--- config.mk ---
export PLATFORM = sky130hd
export DESIGN_NAME = load_unit
export DESIGN_NICKNAME = d
export VERILOG_FILES = /design/src/rtl/load_pkg.sv /design/src/rtl/load_extract.sv /design/src/rtl/load_unit.sv
export SDC_FILE = /design/constraint.sdc
export NUM_CORES = 1
export LEC_CHECK = 0
export ABC_CLOCK_PERIOD_IN_PS = 2150
export BUFFER_PORTS_ARGS = -buffer_cell sky130_fd_sc_hd__buf_2
export CAP_MARGIN = 15
export CORE_ASPECT_RATIO = 0.75
export CORE_UTILIZATION = 54
export CTS_BUF_LIST = sky130_fd_sc_hd__clkbuf_8
export DETAILED_ROUTE_END_ITERATION = 16
export GPL_ROUTABILITY_DRIVEN = 0
export PLACE_DENSITY = 0.95
export SYNTH_ARGS = -nofsm -noshare
export SYNTH_HDL_FRONTEND = slang
export SYNTH_SLANG_ARGS = --single-unit
--- constraint.sdc ---
create_clock -name clk -period 2.15 [get_ports clk]
set_input_delay 0.215 -clock clk [delete_from_list [all_inputs] [get_ports clk]]
set_output_delay 0.215 -clock clk [all_outputs]
set_load 0.005 [all_outputs]
--- src/rtl/load_pkg.sv ---
// Shared constants for the load unit: funct3 load modes, fault codes, FSM states
// and helpers that classify a request before any memory access is made.
package load_pkg;

    localparam logic [2:0] LB  = 3'b000;
    localparam logic [2:0] LH  = 3'b001;
    localparam logic [2:0] LW  = 3'b010;
    localparam logic [2:0] LBU = 3'b100;
    localparam logic [2:0] LHU = 3'b101;

    localparam logic [1:0] F_NONE     = 2'b00;
    localparam logic [1:0] F_MISALIGN = 2'b01;
    localparam logic [1:0] F_TIMEOUT  = 2'b10;
    localparam logic [1:0] F_ILLEGAL  = 2'b11;

    typedef enum logic [1:0] {
        IDLE = 2'b00,
        REQ  = 2'b01,
        DONE = 2'b10
    } state_t;

    function automatic logic is_illegal(input logic [2:0] mode);
        return !(mode == LB || mode == LH || mode == LW || mode == LBU || mode == LHU);
    endfunction

    // Only meaningful for legal modes; bytes can never be misaligned.
    function automatic logic is_misaligned(input logic [2:0] mode, input logic [1:0] off);
        logic res;
        res = 1'b0;
        if ((mode == LH || mode == LHU) && off[0]) res = 1'b1;
        if (mode == LW && off != 2'b00) res = 1'b1;
        return res;
    endfunction

endpackage

--- src/rtl/load_extract.sv ---
// Combinational lane select and sign/zero extension of a loaded memory word.
module load_extract
    import load_pkg::*;
(
    input  logic [2:0]  mode,
    input  logic [1:0]  off,
    input  logic [31:0] rdata,
    output logic [31:0] data
);

    logic [7:0]  byte_sel;
    logic [15:0] half_sel;

    always_comb begin
        byte_sel = rdata[8*off +: 8];
        half_sel = off[1] ? rdata[31:16] : rdata[15:0];
        case (mode)
            LB:      data = {{24{byte_sel[7]}}, byte_sel};
            LBU:     data = {24'h000000, byte_sel};
            LH:      data = {{16{half_sel[15]}}, half_sel};
            LHU:     data = {16'h0000, half_sel};
            default: data = rdata;
        endcase
    end

endmodule

--- src/rtl/load_unit.sv ---
// Load unit: classifies a core load, issues a word read with req/ack handshake,
// and returns the extracted, extended result with a fault code on a one-cycle done.
module load_unit
    import load_pkg::*;
#(
    parameter int unsigned TIMEOUT = 16,
    parameter int unsigned AW      = 32
) (
    input  logic          clk,
    input  logic          rst,
    input  logic          ld_req,
    input  logic [2:0]    ld_mode,
    input  logic [AW-1:0] ld_addr,
    output logic          ld_busy,
    output logic          ld_done,
    output logic [31:0]   ld_data,
    output logic [1:0]    ld_fault,
    output logic          mem_req,
    output logic [AW-1:0] mem_addr,
    input  logic          mem_ack,
    input  logic [31:0]   mem_rdata
);

    localparam int unsigned CW = (TIMEOUT > 2) ? $clog2(TIMEOUT) : 1;
    localparam logic [CW-1:0] CNT_LAST = CW'(TIMEOUT - 1);

    state_t        state;
    logic [2:0]    mode_q;
    logic [1:0]    off_q;
    logic [CW-1:0] cnt;
    logic [31:0]   ext_data;

    load_extract u_extract (
        .mode  (mode_q),
        .off   (off_q),
        .rdata (mem_rdata),
        .data  (ext_data)
    );

    always_ff @(posedge clk) begin
        if (rst) begin
            state    <= IDLE;
            mode_q   <= 3'b000;
            off_q    <= 2'b00;
            cnt      <= '0;
            mem_req  <= 1'b0;
            mem_addr <= '0;
            ld_busy  <= 1'b0;
            ld_done  <= 1'b0;
            ld_data  <= 32'h0;
            ld_fault <= F_NONE;
        end else begin
            ld_done <= 1'b0;
            case (state)
                IDLE: begin
                    if (ld_req) begin
                        mode_q   <= ld_mode;
                        off_q    <= ld_addr[1:0];
                        mem_addr <= {ld_addr[AW-1:2], 2'b00};
                        cnt      <= '0;
                        if (is_illegal(ld_mode)) begin
                            ld_fault <= F_ILLEGAL;
                            ld_done  <= 1'b1;
                            state    <= DONE;
                        end else if (is_misaligned(ld_mode, ld_addr[1:0])) begin
                            ld_fault <= F_MISALIGN;
                            ld_done  <= 1'b1;
                            state    <= DONE;
                        end else begin
                            mem_req <= 1'b1;
                            ld_busy <= 1'b1;
                            state   <= REQ;
                        end
                    end
                end
                REQ: begin
                    // An ack in the final counted cycle still completes normally.
                    if (mem_ack) begin
                        ld_data  <= ext_data;
                        ld_fault <= F_NONE;
                        mem_req  <= 1'b0;
                        ld_busy  <= 1'b0;
                        ld_done  <= 1'b1;
                        cnt      <= '0;
                        state    <= DONE;
                    end else if (cnt == CNT_LAST) begin
                        ld_fault <= F_TIMEOUT;
                        mem_req  <= 1'b0;
                        ld_busy  <= 1'b0;
                        ld_done  <= 1'b1;
                        cnt      <= '0;
                        state    <= DONE;
                    end else begin
                        cnt <= cnt + CW'(1);
                    end
                end
                DONE: begin
                    state <= IDLE;
                end
                default: begin
                    state <= IDLE;
                end
            endcase
        end
    end

endmodule

==> results.ini <==
[placed_design]
io_buffers=137
place_ws_ns=0.4497
dpl-instance-area_um2=4056
dp_hpwl_um=6771
dp_cells=607

[finish]
final_common_cell=buf_2
design_area_um2=4244
syn2layout_area_growth_pct=24.43
n_antenna_cell=0
fin_util=0.7138
drive_above_1_share=0.3241
finalNonFillerCells=621
layout_common_cells=buf_2, nand2_1, dfxtp_1, a21oi_1, o21ai_0
num-nets-final=612

[clock_network]
root_buffer=clkbuf_8
insertion_delay_ns=0.34
cts_tree=yes
post_cts_buffers=0
post_cts_resized=0
hold_buffers=0
clk_pin_slew_ns=0.08
cts_buffers=9
cts.sinks=77
cts_buffer_depth=2
h-tree-depth=3

[timing]
slew_violations=0
postLayoutSetupSlackWorst_ns=0.3599
worst_clock_skew_ns=0.008745
finalSetupViolCount=0
slew_headroom=0.6349
hold_viol_final=0
finalCritPeriodShare=0.8326
rsz0062_at_grt=no
setup_tns_ns=0
finalCriticalPeriod_ns=1.790
clock.fmax_mhz=558.6
max_slew.worst_pin.slew_ns=0.5476
hold-worst-slack_ns=0.1032

[setup_path]
path_max_fanout=13
reg2reg_depth=4
startpoint_type=flop
regToRegSetupSlack_ns=0.36
worstPathRequired_ns=2.36
critPathCaptureType=flop
reg2reg_from=mode_q[0]$_SDFFE_PP0P_
crit_arrival_ns=2.00
reg2reg_to=ld_data[12]$_SDFFE_PP0P_
path_class=reg2reg

[flow_run]
drv_cap=0

[floorplanning]
die_y_um=70.83
core-area_um2=5946
die_area_um2=6641
pin_count=140
num_rows=24
dieWidth_um=93.77
initial_utilization=0.5737

[worst_hold_path]
whs_endpoint=mem_addr[20]$_SDFFE_PP0P_
hold_depth=3
min_from=ld_addr[20]
hp-class=in2reg

[synthesis]
ys_ff_latch=77
ys_warn_count=0
synthAdderAreaFrac=0.003668
synthMuxAreaShare=0.04732
synthArstFlopShare=0
synth_area_per_cell_um2=8.140
synth_cell_types=44
synth-xor-area-share=0
synth_top_cell_area_share=0.4519
netlist_area_um2=3411
synth_top_area_cell=dfxtp_1
synth_cells=419
synth_edf_count=0
ys.flop_type=dfxtp_1
synth-compound-area-share=0.2388
synthSimpleGateAreaFrac=0.1948
yosysSeqAreaShare=0.4519
synth.top_cells.by_area=dfxtp_1, nand2_1, a21oi_1, o21ai_0, mux2_2
synth_top_family_by_area=compound AO/OA/AOI/OAI gates

[pwr]
peakVddDrop_mv=0.5488
power_density_nw_per_um2=731.8
p_total_mw=3.106
p_leak_nw=1.895

[route]
drc=0
finalWirelength_um=9715
drt_iter0_markers=399
ant_nets=0
via_per_inst=5.816
drt-pass1-iter-count=7
vias=3612
detail_route.wl_per_cell_um=15.64

[global_routing]
grt_max_degree=39
gr-total-overflow=0
grt_pass1_wl_um=15170
grt_busiest_layer=met2
first_global_vias=3294
use_met2=0.4785
met1_usage=0.3601
met3_usage=0.1032
antenna_found_initial=0
grt.total_usage=0.2920

[outcome]
status=finished clean

critical path, stage by stage (launching register included):
cell and delay, ns:
dfxtp_1 0.63, or2_1 0.22, o22ai_1 0.15, a211oi_4 0.51, a221oi_1 0.16
where the power goes:
| group | internal (mW) | switching [mW] | total, mW |
|---|---|---|---|
| clock | 0.553 | 0.507 | 1.06 |
| sequential | 1.50 | 0.0527 | 1.56 |
| combinational | 0.205 | 0.285 | 0.490 |
flip-flops by register name (all words and copies together) (netlist names):
signal,cells
cnt,4
ld_data,32
ld_done,1
ld_fault,2
mem_addr,30
mem_req,1
mode_q,3
off_q,2
state,2
synth_stat cells (all sizes together), types with 3 or more instances:
cell type / number
a21oi: 63
a221oi: 9
a31oi: 4
buf: 19
clkbuf: 15
dfxtp: 77
inv: 7
mux2: 9
mux2i: 6
nand2: 115
nand2b: 4
nand3: 3
nand3b: 3
nor2: 15
nor3b: 6
o21a: 4
o21ai: 34
o311ai: 4
worst max-delay path by stage:
stage	slack, ns	depth (start not counted)	startpoint	endpoint
2_1_floorplan	0.72	5	off_q[1]$_SDFFE_PP0P_	ld_data[0]$_SDFFE_PP0P_
3_3_place_gp	0.53	5	off_q[1]$_SDFFE_PP0P_	ld_data[5]$_SDFFE_PP0P_
3_5_place_dp	0.45	3	state[1]$_SDFFE_PP0P_	ld_data[8]$_SDFFE_PP0P_
4_1_cts	0.44	4	mode_q[0]$_SDFFE_PP0P_	ld_data[12]$_SDFFE_PP0P_
5_1_grt	0.24	4	off_q[1]$_SDFFE_PP0P_	ld_data[2]$_SDFFE_PP0P_
6_report	0.36	4	mode_q[0]$_SDFFE_PP0P_	ld_data[12]$_SDFFE_PP0P_
logic make-up after synthesis:
| kind of cell | after synthesis |
|---|---|
| flip-flops | 77 |
| buffers and inverters | 41 |
| multiplexers | 15 |
| AND/OR/NAND/NOR | 152 |
| adder cells (fa/ha/maj) | 1 |
| other | 1 |
| AO/OA/AOI/OAI | 132 |
metal layers:
layer	up-vias	share of wire
met5	-	0
met3	38	0.13
met4	0	0.024
met1	1629	0.39
li1	1680	-
met2	265	0.46
area by class of cell:
cell class / count / area (um^2)
fillers: 463 / 1702
inverters: 7 / 26.28
flip-flops and latches: 77 / 1541
clock inverters: 4 / 50.05
clock buffers: 10 / 137.6
repair buffers: 143 / 730.7
well taps: 78 / 97.59
multi-input cells: 302 / 1660
No activity file was read; power rests on OpenSTA's default activity.
